### src/rtl/ahb_flash_writer_spi_if.sv
// AHB-Lite slave-side bus bundle for the flash writer.
// master drives HSEL/HADDR/HTRANS/HWRITE/HREADY/HWDATA/HSIZE; slave returns HREADYOUT/HRDATA.
interface ahb_flash_writer_spi_if;
  logic        HSEL;
  logic [31:0] HADDR;
  logic [1:0]  HTRANS;
  logic        HWRITE;
  logic        HREADY;
  logic [31:0] HWDATA;
  logic [2:0]  HSIZE;
  logic        HREADYOUT;
  logic [31:0] HRDATA;

  modport master (
    output HSEL, HADDR, HTRANS, HWRITE,
    output HREADY, HWDATA, HSIZE,
    input  HREADYOUT, HRDATA
  );

  modport slave (
    input  HSEL, HADDR, HTRANS, HWRITE,
    input  HREADY, HWDATA, HSIZE,
    output HREADYOUT, HRDATA
  );
endinterface

### src/rtl/ahb_flash_writer_spi.sv
// AHB-Lite flash writer: SPI shift engine that takes over the QSPI pins from the reader when unlocked.
// Ports: HCLK/HRESETn, AHB slave bus, fr_* reader side, fm_* flash pins. Option: FW_AUTO_CE_EN.
module ahb_flash_writer_spi #(
  parameter int              DIV_W   = 8,
  parameter logic [DIV_W-1:0] DIV_RST = 1,
  parameter int              NUM_CS  = 1,
  parameter logic [31:0]     ID_VAL  = 32'hABCD0002
) (
  input  logic                HCLK,
  input  logic                HRESETn,
  ahb_flash_writer_spi_if.slave bus,
  input  logic                fr_sck,
  input  logic                fr_ce_n,
  output logic [3:0]          fr_din,
  input  logic [3:0]          fr_dout,
  input  logic                fr_douten,
  output logic                fm_sck,
  output logic [NUM_CS-1:0]   fm_ce_n,
  input  logic [3:0]          fm_din,
  output logic [3:0]          fm_dout,
  output logic [3:0]          fm_douten
);

  typedef enum logic [1:0] {
    S_IDLE,
    S_LOW,
    S_HIGH
  } state_t;

  state_t r_state, w_state_nxt;

  logic             r_act, r_wr;
  logic [7:0]       r_addr;
  logic             r_we;
  logic [1:0]       r_ctrl;
  logic [DIV_W-1:0] r_div;
  logic [NUM_CS-1:0] r_ce;
  logic [7:0]       r_rx;
  logic             r_ovr;

  logic [DIV_W-1:0] r_cnt;
  logic [DIV_W-1:0] r_div_q;
  logic             r_quad, r_qin;
  logic [2:0]       r_beat;
  logic [7:0]       r_tx;
  logic [7:0]       r_rxsh;
  logic             r_sck;
`ifdef FW_AUTO_CE_EN
  logic             r_last;
`endif

  logic w_wr, w_wr_we, w_wr_ctrl, w_wr_div;
  logic w_wr_tx, w_wr_st, w_wr_ce;
  logic w_we_nxt, w_busy, w_start, w_ovr_set;
  logic w_to_high, w_to_low, w_done, w_abort;
  logic [3:0] w_eng_dout, w_eng_oe;
  logic [NUM_CS-1:0] w_byp_ce;
  logic w_unused;

  assign w_unused = ^{bus.HSIZE, bus.HADDR[31:8],
                      bus.HTRANS[0], bus.HWDATA};

  // Address phase capture; no wait states.
  always_ff @(posedge HCLK) begin
    if (!HRESETn) begin
      r_act  <= 1'b0;
      r_wr   <= 1'b0;
      r_addr <= 8'h00;
    end else if (bus.HREADY) begin
      r_act  <= bus.HSEL & bus.HTRANS[1];
      r_wr   <= bus.HWRITE;
      r_addr <= bus.HADDR[7:0];
    end
  end

  assign w_wr      = r_act & r_wr;
  assign w_wr_we   = w_wr & (r_addr == 8'h00);
  assign w_wr_ctrl = w_wr & (r_addr == 8'h04);
  assign w_wr_div  = w_wr & (r_addr == 8'h08);
  assign w_wr_tx   = w_wr & (r_addr == 8'h0C);
  assign w_wr_st   = w_wr & (r_addr == 8'h14);
  assign w_wr_ce   = w_wr & (r_addr == 8'h1C);

  assign w_we_nxt = (w_wr_we &&
                     bus.HWDATA[31:8] == 24'hA5A855)
                    ? bus.HWDATA[0] : r_we;
  assign w_busy    = (r_state != S_IDLE);
  assign w_start   = w_wr_tx & r_we & ~w_busy;
  assign w_ovr_set = w_wr_tx & r_we & w_busy;

  always_ff @(posedge HCLK) begin
    if (!HRESETn) r_state <= S_IDLE;
    else          r_state <= w_state_nxt;
  end

  always_comb begin
    w_state_nxt = r_state;
    w_to_high   = 1'b0;
    w_to_low    = 1'b0;
    w_done      = 1'b0;
    w_abort     = 1'b0;
    unique case (r_state)
      S_IDLE: if (w_start) w_state_nxt = S_LOW;
      S_LOW: begin
        if (r_cnt == '0) begin
          w_state_nxt = S_HIGH;
          w_to_high   = 1'b1;
        end
      end
      S_HIGH: begin
        if (r_cnt == '0) begin
          if (r_beat != 3'd0) begin
            w_state_nxt = S_LOW;
            w_to_low    = 1'b1;
          end else begin
            w_state_nxt = S_IDLE;
            w_done      = 1'b1;
          end
        end
      end
      default: w_state_nxt = S_IDLE;
    endcase
    // Losing the unlock kills any byte in flight.
    if (w_busy && !w_we_nxt) begin
      w_state_nxt = S_IDLE;
      w_to_high   = 1'b0;
      w_to_low    = 1'b0;
      w_done      = 1'b0;
      w_abort     = 1'b1;
    end
  end

  // Shift engine datapath; mode and divider frozen at start.
  always_ff @(posedge HCLK) begin
    if (!HRESETn) begin
      r_cnt   <= '0;
      r_div_q <= '0;
      r_quad  <= 1'b0;
      r_qin   <= 1'b0;
      r_beat  <= 3'd0;
      r_tx    <= 8'h00;
      r_rxsh  <= 8'h00;
      r_rx    <= 8'h00;
      r_sck   <= 1'b0;
    end else if (w_start) begin
      r_cnt   <= r_div;
      r_div_q <= r_div;
      r_quad  <= r_ctrl[0];
      r_qin   <= r_ctrl[1];
      r_beat  <= r_ctrl[0] ? 3'd1 : 3'd7;
      r_tx    <= bus.HWDATA[7:0];
      r_sck   <= 1'b0;
    end else if (w_abort) begin
      r_sck   <= 1'b0;
    end else if (w_to_high) begin
      r_cnt   <= r_div_q;
      r_sck   <= 1'b1;
      r_rxsh  <= r_quad ? {r_rxsh[3:0], fm_din}
                        : {r_rxsh[6:0], fm_din[1]};
    end else if (w_to_low) begin
      r_cnt   <= r_div_q;
      r_sck   <= 1'b0;
      r_beat  <= r_beat - 3'd1;
      r_tx    <= r_quad ? {r_tx[3:0], 4'h0}
                        : {r_tx[6:0], 1'b0};
    end else if (w_done) begin
      r_sck   <= 1'b0;
      r_rx    <= r_rxsh;
    end else if (w_busy) begin
      r_cnt   <= r_cnt - 1'b1;
    end
  end

  always_ff @(posedge HCLK) begin
    if (!HRESETn) begin
      r_we   <= 1'b0;
      r_ctrl <= 2'b00;
      r_div  <= DIV_RST;
      r_ce   <= '1;
      r_ovr  <= 1'b0;
`ifdef FW_AUTO_CE_EN
      r_last <= 1'b0;
`endif
    end else begin
      r_we <= w_we_nxt;
      if (w_wr_ctrl) r_ctrl <= bus.HWDATA[1:0];
      if (w_wr_div)  r_div  <= bus.HWDATA[DIV_W-1:0];
      if (w_wr_ce)   r_ce   <= bus.HWDATA[NUM_CS-1:0];
`ifdef FW_AUTO_CE_EN
      if (w_start) r_last <= bus.HWDATA[8];
      if (w_done && r_last) r_ce <= '1;
`endif
      // Set has priority over a same-cycle clear.
      if (w_wr_st && bus.HWDATA[1]) r_ovr <= 1'b0;
      if (w_ovr_set) r_ovr <= 1'b1;
    end
  end

  always_comb begin
    bus.HRDATA = 32'h0;
    case (r_addr)
      8'h00: bus.HRDATA = {31'h0, r_we};
      8'h04: bus.HRDATA = {30'h0, r_ctrl};
      8'h08: bus.HRDATA = 32'(r_div);
      8'h10: bus.HRDATA = {24'h0, r_rx};
      8'h14: bus.HRDATA = {30'h0, r_ovr, w_busy};
      8'h18: bus.HRDATA = ID_VAL;
      8'h1C: bus.HRDATA = 32'(r_ce);
      default: bus.HRDATA = 32'h0;
    endcase
  end

  assign bus.HREADYOUT = 1'b1;

  // Single mode keeps WP#/HOLD# driven high.
  always_comb begin
    w_eng_dout = 4'h0;
    w_eng_oe   = 4'h0;
    if (w_busy) begin
      if (r_quad) begin
        w_eng_dout = r_tx[7:4];
        w_eng_oe   = r_qin ? 4'b0000 : 4'b1111;
      end else begin
        w_eng_dout = {2'b11, 1'b0, r_tx[7]};
        w_eng_oe   = 4'b1101;
      end
    end
  end

  always_comb begin
    w_byp_ce    = '1;
    w_byp_ce[0] = fr_ce_n;
  end

  assign fr_din    = fm_din;
  assign fm_sck    = r_we ? r_sck : fr_sck;
  assign fm_ce_n   = r_we ? r_ce : w_byp_ce;
  assign fm_dout   = r_we ? w_eng_dout : fr_dout;
  assign fm_douten = r_we ? w_eng_oe : {4{fr_douten}};

endmodule
### src/flat_wrapper.sv
// flat-port wrapper written by rule: the top's interface ports become plain ports
module ahb_flash_writer_spi_flat 
#(
  parameter int              DIV_W   = 8,
  parameter logic [DIV_W-1:0] DIV_RST = 1,
  parameter int              NUM_CS  = 1,
  parameter logic [31:0]     ID_VAL  = 32'hABCD0002
)
  (HCLK, HRESETn, fr_sck, fr_ce_n, fr_din, fr_dout, fr_douten, fm_sck, fm_ce_n, fm_din, fm_dout, fm_douten, bus_HSEL, bus_HADDR, bus_HTRANS, bus_HWRITE, bus_HREADY, bus_HWDATA, bus_HSIZE, bus_HREADYOUT, bus_HRDATA);
  ahb_flash_writer_spi_if bus_i ();
  input  logic HCLK;
  input  logic HRESETn;
  input  logic fr_sck;
  input  logic fr_ce_n;
  output logic [3:0] fr_din;
  input  logic [3:0] fr_dout;
  input  logic fr_douten;
  output logic fm_sck;
  output logic [NUM_CS-1:0] fm_ce_n;
  input  logic [3:0] fm_din;
  output logic [3:0] fm_dout;
  output logic [3:0] fm_douten;
  input wire logic [$bits(bus_i.HSEL)-1:0] bus_HSEL;
  input wire logic [$bits(bus_i.HADDR)-1:0] bus_HADDR;
  input wire logic [$bits(bus_i.HTRANS)-1:0] bus_HTRANS;
  input wire logic [$bits(bus_i.HWRITE)-1:0] bus_HWRITE;
  input wire logic [$bits(bus_i.HREADY)-1:0] bus_HREADY;
  input wire logic [$bits(bus_i.HWDATA)-1:0] bus_HWDATA;
  input wire logic [$bits(bus_i.HSIZE)-1:0] bus_HSIZE;
  output wire logic [$bits(bus_i.HREADYOUT)-1:0] bus_HREADYOUT;
  output wire logic [$bits(bus_i.HRDATA)-1:0] bus_HRDATA;
  assign bus_i.HSEL = bus_HSEL;
  assign bus_i.HADDR = bus_HADDR;
  assign bus_i.HTRANS = bus_HTRANS;
  assign bus_i.HWRITE = bus_HWRITE;
  assign bus_i.HREADY = bus_HREADY;
  assign bus_i.HWDATA = bus_HWDATA;
  assign bus_i.HSIZE = bus_HSIZE;
  assign bus_HREADYOUT = bus_i.HREADYOUT;
  assign bus_HRDATA = bus_i.HRDATA;
  ahb_flash_writer_spi #(.DIV_W(DIV_W), .DIV_RST(DIV_RST), .NUM_CS(NUM_CS), .ID_VAL(ID_VAL)) u_core (.HCLK(HCLK), .HRESETn(HRESETn), .bus(bus_i), .fr_sck(fr_sck), .fr_ce_n(fr_ce_n), .fr_din(fr_din), .fr_dout(fr_dout), .fr_douten(fr_douten), .fm_sck(fm_sck), .fm_ce_n(fm_ce_n), .fm_din(fm_din), .fm_dout(fm_dout), .fm_douten(fm_douten));
endmodule
### config.mk
export PLATFORM = sky130hd
export DESIGN_NAME = ahb_flash_writer_spi_flat
export DESIGN_NICKNAME = d
export VERILOG_FILES = /design/src/rtl/ahb_flash_writer_spi_if.sv /design/src/rtl/ahb_flash_writer_spi.sv /design/src/flat_wrapper.sv
export SDC_FILE = /design/constraint.sdc
export NUM_CORES = 1
export LEC_CHECK = 0
export BUFFER_PORTS_ARGS = -buffer_cell sky130_fd_sc_hd__buf_2
export CAP_MARGIN = 20
export CORE_AREA = 2 2 96 121
export DETAILED_ROUTE_END_ITERATION = 10
export DIE_AREA = 0 0 98 123
export HOLD_SLACK_MARGIN = 0.08
export MAX_ROUTING_LAYER = met4
export SLEW_MARGIN = 20
export SYNTH_ARGS = -nofsm -noshare
export SYNTH_HDL_FRONTEND = slang
export SYNTH_SLANG_ARGS = --single-unit
### constraint.sdc
create_clock -name HCLK -period 2.7 [get_ports HCLK]
set_input_delay 0.135 -clock HCLK [delete_from_list [all_inputs] [get_ports HCLK]]
set_output_delay 0.135 -clock HCLK [all_outputs]
set_load 0.02 [all_outputs]
## After elaboration in Yosys (flattened, before gate mapping)

Index checks and enable logic that the tools add are counted.
W data, S select, Z words.

- Add/subtract/negate cells: 2
- Equal/unequal tests: 16
- Multiplexer cells: 50
- Bitwise gates (word level): 17
- Reductions and logical operators: 20

Operator list:

| kind | count |
|---|---|
| $pmux W32 S7 | 1 |
| $mux W8 | 12 |
| $eq A8 B5 Y1 const B | 4 |
| $mux W4 | 7 |
| $eq A24 B24 Y1 const B | 1 |
| $mux W1 | 21 |
| $eq A8 B4 Y1 const B | 2 |
| $logic_not A8 Y1 | 2 |
| $mux W3 | 5 |
| $reduce_and A3 Y1 | 4 |
| $and A1 B1 Y1 | 11 |
| $ne A2 B1 Y1 const B | 5 |
| $eq A8 B3 Y1 const B | 1 |
| $sub A8 B1 Y8 const B | 1 |
| $mux W2 | 3 |
| $not A1 Y1 | 6 |
| $pmux W2 S3 | 1 |
| $reduce_bool A2 Y1 | 3 |
| $reduce_bool A3 Y1 | 2 |
| $reduce_and A5 Y1 | 1 |
| $ne A4 B1 Y1 const B | 1 |
| $reduce_bool A4 Y1 | 1 |
| $logic_and A1 B1 Y1 | 3 |
| $reduce_or A3 Y1 | 1 |
| other kinds (6) | 6 |

- Flip-flop bits (word level): 71
- Input port bits: 85
- Output and inout bits: 47
- Logic and storage cells: 123

## Depth between registers and ports, before layout

Gate-level depths: netlist of run 1.

- Word-level depth: 12
- Gate-level depth with buffers: 9
- Mapped depth without buffers: 8

## Worst setup path before layout of run 1

OpenSTA, ideal clock, no wires.

- Path type: reg2reg
- Start: register u_core.r_addr[5]
- End: register u_core.r_cnt[1]
- Setup time: 0.091 ns
- Arrival: 2.172 ns
- Required time: 2.609 ns
- Slack: 0.437 ns
- Cell stages (with the launch flop): 8
- Buffers on the path: 1
- Clock period less this slack: 2.263 ns
- Cells stage by stage: dfxtp_1 nor4_4 nand2_2 nor4_4 mux2_2 buf_6 mux2_4 a311oi_1

- Word-level cells in the longest chain between the ends: 11
- Elaborated cells on any way between the ends: 22
- Those cells by class: eq/ne (3); mux (9); bitwise (4); reduce/logical (6)

Ends and longest elaborated chain:

| item | RTL line | RTL |
|---|---|---|
| start: declaration | ahb_flash_writer_spi.sv:33 | `logic [7:0] r_addr;` |
| start signal: assignment | ahb_flash_writer_spi.sv:72 | `r_addr <= bus.HADDR[7:0];` |
| $logic_not A8 Y1 | ahb_flash_writer_spi.sv:77 | `assign w_wr_we = w_wr & (r_addr == 8'h00);` |
| $and A1 B1 Y1 | ahb_flash_writer_spi.sv:77 |  |
| $logic_and A1 B1 Y1 | ahb_flash_writer_spi.sv:84 | `assign w_we_nxt = (w_wr_we &&` |
| $mux W1 | ahb_flash_writer_spi.sv:86 | `? bus.HWDATA[0] : r_we;` |
| $logic_not A1 Y1 | ahb_flash_writer_spi.sv:124 | `if (w_busy && !w_we_nxt) begin` |
| $logic_and A1 B1 Y1 | ahb_flash_writer_spi.sv:124 |  |
| $mux W1 | ahb_flash_writer_spi.sv:124 |  |
| $mux W8 | ahb_flash_writer_spi.sv:160 | `end else if (w_to_low) begin` |
| $mux W8 | ahb_flash_writer_spi.sv:155 | `end else if (w_to_high) begin` |
| $mux W8 | ahb_flash_writer_spi.sv:153 | `end else if (w_abort) begin` |
| $mux W8 | ahb_flash_writer_spi.sv:145 | `end else if (w_start) begin` |
| end signal: assignment | ahb_flash_writer_spi.sv:146 | `r_cnt <= r_div;` |
| end signal: assignment | ahb_flash_writer_spi.sv:156 | `r_cnt <= r_div_q;` |
| end signal: assignment | ahb_flash_writer_spi.sv:161 | `r_cnt <= r_div_q;` |
| end: declaration | ahb_flash_writer_spi.sv:41 | `logic [DIV_W-1:0] r_cnt;` |

Several ways; a longest one is shown, not always the timed one. The select of a mux whose other input is x is not followed.
A chain may end at the register's enable or synchronous reset.

## Worst setup path in the final report of run 1

- Start: register u_core.r_wr
- End: register u_core.r_beat[1]

- Word-level cells in the longest chain between the ends: 9
- Elaborated cells on any way between the ends: 17
- Those cells by class: eq/ne (2); mux (5); bitwise (5); reduce/logical (5)

Ends and longest elaborated chain:

| item | RTL line | RTL |
|---|---|---|
| start: declaration | ahb_flash_writer_spi.sv:32 | `logic r_act, r_wr;` |
| start signal: assignment | ahb_flash_writer_spi.sv:71 | `r_wr <= bus.HWRITE;` |
| $and A1 B1 Y1 * | ahb_flash_writer_spi.sv:76 | `assign w_wr = r_act & r_wr;` |
| $and A1 B1 Y1 | ahb_flash_writer_spi.sv:77 |  |
| $logic_and A1 B1 Y1 | ahb_flash_writer_spi.sv:84 |  |
| $mux W1 | ahb_flash_writer_spi.sv:86 |  |
| $logic_not A1 Y1 | ahb_flash_writer_spi.sv:124 |  |
| $logic_and A1 B1 Y1 | ahb_flash_writer_spi.sv:124 |  |
| $mux W1 | ahb_flash_writer_spi.sv:124 |  |
| $ne A2 B1 Y1 (no line) / $reduce_bool A2 Y1 (equally long branches) | -- |  |
| $reduce_and A3 Y1 (no line) | -- |  |
| end signal: assignment | ahb_flash_writer_spi.sv:150 | `r_beat <= r_ctrl[0] ? 3'd1 : 3'd7;` |
| end signal: assignment | ahb_flash_writer_spi.sv:163 | `r_beat <= r_beat - 3'd1;` |
| end: declaration | ahb_flash_writer_spi.sv:44 | `logic [2:0] r_beat;` |

Every way passes the cells marked *; elsewhere a longest branch is shown, timed or not.

==> results of run 1 <==
registers in the layout (all words and copies together) (netlist names):
name / cells
u_core.r_qin: 1
u_core.r_ctrl: 2
u_core.r_ce: 1
u_core.r_state: 2
u_core.r_rx: 8
u_core.r_quad: 1
u_core.r_rxsh: 8
u_core.r_we: 1
u_core.r_act: 1
u_core.r_beat: 3
u_core.r_addr: 8
u_core.r_div_q: 8
u_core.r_sck: 1
u_core.r_cnt: 8
u_core.r_tx: 8
u_core.r_ovr: 1
u_core.r_wr: 1
u_core.r_div: 8
worst max-delay path, cell delays in order (launching register included):
cell      delay (ps)
dfxtp_1          390
and4bb_1         330
nand2_2          160
nor4_4           360
buf_4            180
mux2i_1          360
buf_12           200
mux2_2           330
o21ai_0          130
per-layer routing:
layer  global-route usage [%]  up-vias
li1                         -     1929
met1                     24.0     1883
met2                     33.6      145
met3                     3.45       13
met4                     7.47        0
met5                        -        -
placed cells by master (no fill, tap or decap), types with 9 or more instances in the layout:
cell type	instances
mux2_2	10
o21ai_0	21
buf_2	88
buf_4	21
mux2i_1	47
nand3_1	14
a31oi_1	9
a21oi_1	23
nor4bb_1	10
nor2_1	43
conb_1	15
nor3_1	12
clkbuf_16	9
dfxtp_1	71
nor2b_1	11
inv_1	10
dlygate4sd3_1	17
nand2_1	55
a211oi_1	10
power by group through the flow:
stage | logic [W] | registers, W | clock network, W
after floorplan | 0.000145 | 0.00109 | 0
after global placement | 0.000207 | 0.00109 | 0
after detailed placement | 0.000209 | 0.00109 | 0
after CTS | 0.000228 | 0.00107 | 0.00131
after global routing | 0.000250 | 0.00107 | 0.00136
final | 0.000230 | 0.00107 | 0.00129
cell families (layout without fill, tap and decap cells):
family	Yosys count	after routing	share of synthesized area (%)
adder cells (fa/ha/maj)	4	4	1.17
AO/OA/AOI/OAI	98	98	15.0
other	2	15	0.176
XOR/XNOR	5	5	1.03
AND/OR/NAND/NOR	185	185	23.6
buffers and inverters	76	153	9.87
flip-flops	71	71	33.3
multiplexers	63	63	15.9
per-stage QoR:
stage / area, um2 / setup slack, ps / hold WS (ps) / total power [W]
2_1_floorplan: 4320 / 437 / 265 / 0.00123
3_3_place_gp: 4720 / 255 / 373 / 0.00129
3_5_place_dp: 4720 / 240 / 377 / 0.00130
4_1_cts: 5220 / 225 / 104 / 0.00260
5_1_grt: 5220 / 59.7 / 127 / 0.00267
6_report: 5220 / 203 / 113 / 0.00258
cells in the mapped netlist, drive strengths merged (3+ instances only):
| master | n | share of area (%) |
|---|---|---|
| nor4 | 3 | 1.5 |
| nor2b | 11 | 1.6 |
| nand4 | 7 | 1.4 |
| and2 | 3 | 0.44 |
| o211ai | 3 | 0.53 |
| nor4bb | 10 | 2.3 |
| inv | 10 | 0.88 |
| ha | 4 | 1.2 |
| o21ai | 22 | 2.6 |
| nand2 | 56 | 5.0 |
| dfxtp | 71 | 33 |
| mux2i | 48 | 12 |
| nor3 | 13 | 1.6 |
| a2bb2oi | 4 | 0.82 |
| a211oi | 10 | 1.8 |
| a311oi | 4 | 0.82 |
| nand2b | 8 | 1.2 |
| xnor2 | 3 | 0.62 |
| nor2 | 44 | 4.0 |
| buf | 42 | 6.9 |
| nand3 | 15 | 1.9 |
| or3 | 3 | 0.44 |
| a21oi | 23 | 2.7 |
| mux2 | 15 | 4.3 |
| a31oi | 9 | 1.3 |
| a22oi | 7 | 1.2 |
| clkbuf | 24 | 2.1 |
| and3 | 5 | 0.73 |
final cells by class:
cell class,instances,share of cell area (%)
repair buffers,127,15.1
clock buffers,11,4.65
flip-flops and latches,71,27.2
clock inverters,5,1.56
multi-input cells,370,47.5
inverters,10,0.720
well taps,135,3.24
worst min-delay path by stage:
stage / from / to / slack (ps) / depth (start not counted)
CTS: bus_HWDATA[1] / u_core.r_ctrl[1] / 100 / 3
detailed placement: bus_HWRITE / u_core.r_wr / 380 / 3
global placement: bus_HADDR[7] / u_core.r_addr[7] / 370 / 3
floorplan: bus_HWDATA[4] / u_core.r_tx[4] / 270 / 2
global route: bus_HWDATA[1] / u_core.r_div[1] / 130 / 3
finish: bus_HWDATA[1] / u_core.r_ctrl[1] / 110 / 3
timing repair:
| item | in CTS | in global routing |
|---|---|---|
| endpoints found under the hold margin | 19 | 0 |
| setup endpoints to repair | 0 | 0 |
| setup buffers | 0 | 0 |
| hold buffers | 17 | 0 |
==> run metrics, run 1 <==
status=finished clean; RD Place Congestion=0.856; final-report hold violation count=0; critical path endpoint=u_core.r_beat[1]; highest clock rate=400 MHz; Worst EP required=2960 ps; Bufs on Longest Clock Path=2; worst min path class=primary input to flop; non-filler cells in the finished layout=729; max_slew headroom=50.5%; Max FO, Critical Path=12; ANT cells=0; Vias=3,970; Starting Density=39.1%; Gate power share=8.9%; met2 routed WL=5.54 mm; grt ovf=0; Worst Max-Slew Pin Slew=742 ps; Pwr Density=495 nW/um2; PortBufs=88; Filler cells=1,078; R2R Path Start=u_core.r_wr; number of synthesized flops with an enable pin=0; Netlist cell types=62; WL final=11.5 mm; max-cap violations=0; Avg Cell Area, Syn=8.47 um2; Avg WL per Cell=15.8 um; top sig layer=met4; DP Cell Count=696; switching power=0.000594 W; VDD IR max=0.306 mV; Cell Area, Synth=4270 um2; static leakage=2.18 nW; Final Skew=8.99 ps; Worst Setup SP=u_core.r_wr; DIE HEIGHT=123 um; Arr. time, crit path=2760 ps; WS Path Type=flop to flop; post-synthesis async set-or-reset flop share=0%; worst r2r dst=u_core.r_beat[1]; crit path capture type=flop; Total GRT Usage=20.0%; vias in the first global route=3,816; Die Span X=98 um; fin crit period=2500 ps; cts bufs inserted=9; Final HPWL DP=8.34 mm; initial antenna violation count=0; clk root buf=clkbuf_16; Via-to-Cell Ratio=5.45; TritonCTS clock tree=built; Worst-Skew Late Latency=340 ps; largest net degree at the start of global routing=34; P_int=0.00199 W; die area=12,100 um2; fin crit share=92.5%; layout cells sized above 1=25.3%; clock transition at the registers of the reported paths=60 ps; # DRC=0; DR WL met3=718 um; Slew Viols, Final=0; Clk pwr share=49.8%; flop and latch count out of synthesis=71; Gate Count Post-Synth=504; R2R setup slack=200 ps; FF/Latch Area=1420 um2; wl on met1=5.09 mm; fin nets=678; initial drt markers=231; area of the multi-input gates=2480 um2; Net Sw Frac=23.0%; sequential area share after synthesis=33.3%; Top FF cell, synth=dfxtp_1; Synth-to-Final Area Change=22.2%; num rows=43; Reg2Reg Depth=8; # clock sinks=71; core area=10,900 um2; critical path startpoint category=flop; final core utilization=47.8%; Top Ports=132; post-CTS sizing=0; global-route wire length before repair=18.9 mm; Final setup viols=0; DRT Pass-1 Iters=5; Seq pwr share=41.3%; antenna-violating nets left=0; H-tree depth=3; synth warn=0; RSZ-0062 raised after global routing=false; setup TNS=0 ps
Note: power is estimated with default switching activity, not from simulation.
==> run 2: changes to the inputs <==
--- a/config.mk
+++ b/config.mk
@@ -7,9 +7,9 @@
 export LEC_CHECK = 0
 export BUFFER_PORTS_ARGS = -buffer_cell sky130_fd_sc_hd__buf_2
 export CAP_MARGIN = 20
-export CORE_AREA = 2 2 96 121
+export CORE_AREA = 2 2 188 98
 export DETAILED_ROUTE_END_ITERATION = 10
-export DIE_AREA = 0 0 98 123
+export DIE_AREA = 0 0 190 100
 export HOLD_SLACK_MARGIN = 0.08
 export MAX_ROUTING_LAYER = met4
 export SLEW_MARGIN = 20
==> run 2 against run 1 <==
Against the previous run:
- via count is 0.60% lower
- non-clock buffer count is 2 higher
- count of clock-buffer cells in the layout is 2 lower
- sequential cell count stayed put
- clock power is 14% lower
- worst setup slack worse by 39 ps
- critical path depth is 2 lower
- clock skew is 1.0 ps higher
- register-to-register slack worse by 40 ps
==> run metrics, run 2 (synthesis gave the netlist of run 1 again) <==
status=finished clean (unchanged); max incr delay on CP=520 ps (was 390 ps); highest clock rate=394 MHz (was 400 MHz); critical path startpoint category=flop (unchanged); R2R setup slack=160 ps (was 200 ps); max_slew headroom=55.2% (was 50.5%); R2R Path Start=u_core.r_addr[4] (was u_core.r_wr); static leakage=2.17 nW (was 2.18 nW); global-route wire length before repair=20.9 mm (was 18.9 mm); Worst Setup SP=u_core.r_addr[4] (was u_core.r_wr); antenna-violating nets left=0 (unchanged); VDD IR max=0.261 mV (was 0.306 mV); crit path capture type=flop (unchanged); post-CTS sizing=0 (unchanged); # DRC=0 (unchanged); # clock sinks=71 (unchanged); num rows=35 (was 43); Worst-Skew Late Latency=340 ps (about the same); setup TNS=0 ps (unchanged); layout cells sized above 1=25.7% (was 25.3%); critical path endpoint=u_core.r_cnt[2] (was u_core.r_beat[1]); most frequent CP cell=nor4_4; Die Span X=190 um (was 98 um); max-cap violations=0 (unchanged); Vias=3,946 (was 3,970); Hold Crit Start=bus_HWDATA[1] (unchanged); DIE HEIGHT=100 um (was 123 um); final-report hold violation count=0 (unchanged); CP Buf/Inv Count=0 (was 2); WL final=13.5 mm (was 11.5 mm); Total GRT Usage=14.9% (was 20.0%); Critical-path top delay cell=mux2_2 (was dfxtp_1); worst min path class=primary input to flop (unchanged); Max FO, Critical Path=10 (was 12); vias in the first global route=3,639 (was 3,816); initial antenna violation count=0 (unchanged); TritonCTS clock tree=built (unchanged); Starting Density=24.2% (was 39.1%); die area=19,000 um2 (was 12,100 um2); Pwr Density=452 nW/um2 (was 495 nW/um2); largest net degree at the start of global routing=29 (was 34); H-tree depth=3 (unchanged); Final HPWL DP=10.2 mm (was 8.34 mm); cts bufs inserted=9 (unchanged); worst r2r dst=u_core.r_cnt[2] (was u_core.r_beat[1]); non-filler cells in the finished layout=836 (was 729); PortBufs=88 (unchanged); Reg2Reg Depth=6 (was 8); Crit path depth=6 (was 8); Worst EP required=2940 ps (was 2960 ps); ANT cells=0 (unchanged); WS Path Type=flop to flop (unchanged); Pwr Total=0.00241 W (was 0.00258 W); Via-to-Cell Ratio=4.72 (was 5.45); Slew Viols, Final=0 (unchanged); Worst path top cell family by delay=simple AND/OR/NAND/NOR gates (unchanged); grt ovf=0 (unchanged); fin nets=680 (was 678); most common cell after layout, fill and taps aside=buf_2 (unchanged); Avg WL per Cell=16.1 um (was 15.8 um); Worst Max-Slew Pin Slew=672 ps (was 742 ps); Fin Hold WS=126 ps (was 113 ps); Final setup viols=0 (unchanged); core area=17,600 um2 (was 10,900 um2); initial drt markers=321 (was 231); DRT Pass-1 Iters=6 (was 5); RSZ-0062 raised after global routing=false (unchanged); RD Place Congestion=0.847 (was 0.856); clk root buf=clkbuf_16 (unchanged); Top Ports=132 (unchanged); clock transition at the registers of the reported paths=60 ps (about the same); Arr. time, crit path=2780 ps (was 2760 ps); Final Skew=10.0 ps (was 8.99 ps); crit-path cells=nor4_4 -> nand2_2 -> nor4_4 -> mux2_2 -> mux2_4 -> a311oi_1 (was and4bb_1 -> nand2_2 -> nor4_4 -> buf_4 -> mux2i_1 -> buf_12 -> mux2_2 -> o21ai_0); fin crit period=2540 ps (was 2500 ps); Synth-to-Final Area Change=24.7% (was 22.2%); DP Cell Count=803 (was 696); most frequent cells in the layout=buf_2 (88), dfxtp_1 (71), nand2_1 (55) (unchanged); fin crit share=93.9% (was 92.5%); Bufs on Longest Clock Path=2 (unchanged); final core utilization=30.2% (was 47.8%)
run 2: where the power goes:
part	internal (W)	total, W	switching (W)
clock	0.000623	0.00111	0.000484
sequential	0.00106	0.00106	0.00000851
combinational	0.0000959	0.000234	0.000138
run 2: stage by stage:
stage	setup WS, ps	area, um2
floorplan	437	4320
global placement	245	4880
detailed placement	144	4880
CTS	159	5320
global route	68.3	5320
finish	164	5320
run 2: layout make-up:
cell class | count | area [um2]
fillers | 1920 | 12300
multi-input cells | 370 | 2480
flip-flops and latches | 71 | 1420
repair buffers | 129 | 816
well taps | 240 | 300
clock buffers | 9 | 225
clock inverters | 7 | 47.5
inverters | 10 | 37.5
run 2: how the worst min path moves through the flow:
stage                             to  cells after the start  slack, ps
finish               u_core.r_div[1]                      3        130
detailed placement  u_core.r_addr[7]                      3        380
global route        u_core.r_ctrl[1]                      3        140
CTS                  u_core.r_div[1]                      3        110
global placement         u_core.r_wr                      3        370
floorplan             u_core.r_tx[4]                      2        270
run 2: per-layer routing:
metal	track usage, %	up-vias	wire length, um
li1	-	1935	-
met5	-	-	0
met3	5.45	6	1500
met2	17.1	161	4550
met1	23.4	1844	7350
met4	2.68	0	67
run 2: worst register-to-register path: cells and delay by family (launching register included):
family / cells / cell delay [ps]
and+or+nand+nor: 3 / 990
muxes: 2 / 860
DFF: 1 / 330
AOI/OAI and AO/OA: 1 / 260
run 2: timing repair:
item	CTS	global route
hold buffers	17	0
buffers inserted	0	0
hold endpoints to repair	19	0
==> run 3: changes to the inputs <==
--- a/config.mk
+++ b/config.mk
@@ -12,6 +12,7 @@
 export DIE_AREA = 0 0 190 100
 export HOLD_SLACK_MARGIN = 0.08
 export MAX_ROUTING_LAYER = met4
+export REMOVE_ABC_BUFFERS = 1
 export SLEW_MARGIN = 20
 export SYNTH_ARGS = -nofsm -noshare
 export SYNTH_HDL_FRONTEND = slang
==> constraint.sdc (replaced) <==
create_clock -name HCLK -period 2.3 [get_ports HCLK]
set_input_delay 0.115 -clock HCLK [delete_from_list [all_inputs] [get_ports HCLK]]
set_output_delay 0.115 -clock HCLK [all_outputs]
set_load 0.02 [all_outputs]
==> run 3 against run 2 <==
Against the previous run:
- fmax grew 12%
- count of clock-buffer cells in the layout rose by 1
- non-clock buffer count grew 22
- via count increased by 0.33%
- critical endpoint is now u_core.r_rxsh[0]
- largest cell class unchanged
==> run metrics, run 3 (synthesis gave the netlist of run 1 again) <==
status=finished clean (unchanged); TritonCTS clock tree=built (unchanged); Max FO, Critical Path=8 (was 10); ANT cells=0 (unchanged); Clk pwr share=47.8% (was 46.0%); clock transition at the registers of the reported paths=60 ps (about the same); H-tree depth=3 (unchanged); largest net degree at the start of global routing=26 (was 29); DRT Pass-1 Iters=4 (was 6); final instance area=5670 um2 (was 5320 um2); WL final=13.1 mm (was 13.5 mm); fin nets=702 (was 680); initial drt markers=360 (was 321); Worst-Skew Late Latency=340 ps (about the same); Die Span X=190 um (unchanged); worst min path class=primary input to flop (unchanged); DIE HEIGHT=100 um (unchanged); final worst setup slack=26.6 ps (was 164 ps); grt ovf=0 (unchanged); final-report hold violation count=0 (unchanged); die area=19,000 um2 (unchanged); Worst Setup SP=u_core.r_addr[4] (unchanged); crit path capture type=flop (unchanged); Filler cells=1,855 (was 1,920); R2R setup slack=30 ps (was 160 ps); RSZ-0062 raised after global routing=true (was false); fin crit period=2270 ps (was 2540 ps); max_slew headroom=65.4% (was 55.2%); most common cell after layout, fill and taps aside=buf_2 (unchanged); Worst EP required=2560 ps (was 2940 ps); Via-to-Cell Ratio=4.62 (was 4.72); Reg2Reg Depth=8 (was 6); core area=17,600 um2 (unchanged); R2R Path Start=u_core.r_addr[4] (unchanged); Final HPWL DP=9.82 mm (was 10.2 mm); Setup WS pre-CTS=-82.0 ps (was 144 ps); VDD IR max=0.305 mV (was 0.261 mV); critical path endpoint=u_core.r_rxsh[0] (was u_core.r_cnt[2]); Final setup viols=0 (unchanged); non-filler cells in the finished layout=857 (was 836); Placed Area=5050 um2 (was 4880 um2); most frequent cells in the layout=buf_2 (82), dfxtp_1 (69), nand2_1 (55) (was buf_2 (88), dfxtp_1 (71), nand2_1 (55)); cts bufs inserted=9 (unchanged); vias in the first global route=3,718 (was 3,639); initial antenna violation count=0 (unchanged); highest clock rate=440 MHz (was 394 MHz); Bufs on Longest Clock Path=2 (unchanged); Slew Viols, Final=0 (unchanged); Synth-to-Final Area Change=32.7% (was 24.7%); P_int=0.00223 W (was 0.00177 W); Starting Density=24.2% (unchanged); Gate power share=9.9% (was 9.7%); Avg WL per Cell=15.2 um (was 16.1 um); Total GRT Usage=14.4% (was 14.9%); antenna-violating nets left=0 (unchanged); Top Ports=132 (unchanged); WS Path Type=flop to flop (unchanged); area of the multi-input gates=2590 um2 (was 2480 um2); num rows=35 (unchanged); layout cells sized above 1=32.3% (was 25.7%); Hold Crit Start=bus_HWDATA[3] (was bus_HWDATA[1]); critical path startpoint category=flop (unchanged); PortBufs=88 (unchanged); global-route wire length before repair=20.5 mm (was 20.9 mm); switching power=0.000725 W (was 0.000630 W); # clock sinks=71 (unchanged); Vias=3,959 (was 3,946); Worst Max-Slew Pin Slew=519 ps (was 672 ps); Arr. time, crit path=2530 ps (was 2780 ps); Seq pwr share=42.3% (was 44.3%); Net Sw Frac=24.5% (was 26.2%); # DRC=0 (unchanged); fin crit share=98.8% (was 93.9%); Pwr Density=521 nW/um2 (was 452 nW/um2); max-cap violations=0 (unchanged); RD Place Congestion=0.863 (was 0.847); FF/Latch Area=1420 um2 (about the same); Final Skew=7.42 ps (was 10.0 ps); worst r2r dst=u_core.r_rxsh[0] (was u_core.r_cnt[2]); static leakage=2.32 nW (was 2.17 nW); clk root buf=clkbuf_16 (unchanged); DP Cell Count=825 (was 803)
==> run 3: changes by cell type in the layout (fill, tap and decap cells not counted), sizes merged <==
cell | previous run | this run
dlygate4sd3 | 17 | 16
clkinv | 3 | 2
inv | 12 | 10
bufinv | 0 | 1
clkbuf | 9 | 10
buf | 112 | 135
==> run 3: worst min path at each step <==
| stage | to | slack, ps | depth (start not counted) |
|---|---|---|---|
| 2_1_floorplan | u_core.r_div[0] | 180 | 1 |
| 3_3_place_gp | u_core.r_wr | 350 | 3 |
| 3_5_place_dp | u_core.r_wr | 360 | 3 |
| 4_1_cts | u_core.r_div[3] | 90 | 3 |
| 5_1_grt | u_core.r_div[3] | 140 | 3 |
| 6_report | u_core.r_div[3] | 100 | 3 |
==> run 3: per-stage QoR <==
stage | hold WS [ps] | power (W) | TNS [ps] | util (%)
5_1_grt | 142 | 0.00306 | -375 | 32.1
3_5_place_dp | 356 | 0.00154 | -629 | 28.6
6_report | 105 | 0.00295 | 0 | 32.1
2_1_floorplan | 177 | 0.00139 | -6010 | -
4_1_cts | 92.8 | 0.00298 | -11.2 | 31.6
3_3_place_gp | 353 | 0.00154 | -77.0 | 28.6
==> run 3: layer usage <==
layer	vias up	track usage (%)	wire length, um
li1	1978	-	-
met1	1848	22.7	7210
met2	126	17.6	4830
met3	7	3.92	949
met4	0	2.86	72
met5	-	-	0
==> run 3: power groups by stage <==
| stage | Clock [W] | Sequential, W | Combinational, W |
|---|---|---|---|
| floorplan | 0 | 0.00128 | 0.000113 |
| global placement | 0 | 0.00127 | 0.000261 |
| detailed placement | 0 | 0.00128 | 0.000263 |
| finish | 0.00141 | 0.00125 | 0.000294 |
| CTS | 0.00144 | 0.00125 | 0.000293 |
| global route | 0.00149 | 0.00125 | 0.000321 |
==> run 3: final cells by class <==
type                            count  share of cell area (%)
Timing Repair Buffer              151                    17.9
Tap cell                          240                    5.30
Clock inverter                      5                    1.04
Sequential cell                    71                    25.1
Inverter                           10                   0.663
Multi-Input combinational cell    370                    45.7
Clock buffer                       10                    4.22
==> run 3: critical path, stage by stage, from the launching register on <==
cell,delay [ps]
dfxtp_2,330
nor4_4,340
nand2_2,140
buf_6,140
or3_4,390
mux2i_4,310
buf_6,190
a31oi_1,120
a211oi_2,220
==> run 3: repair_timing <==
| action | CTS | global route |
|---|---|---|
| hold buffers | 16 | 0 |
| endpoints found under the setup margin | 21 | 29 |
| gates resized for setup | 22 | 19 |
| setup buffers | 0 | 2 |
| pin swaps | 4 | 7 |
| endpoints found under the hold margin | 19 | 0 |
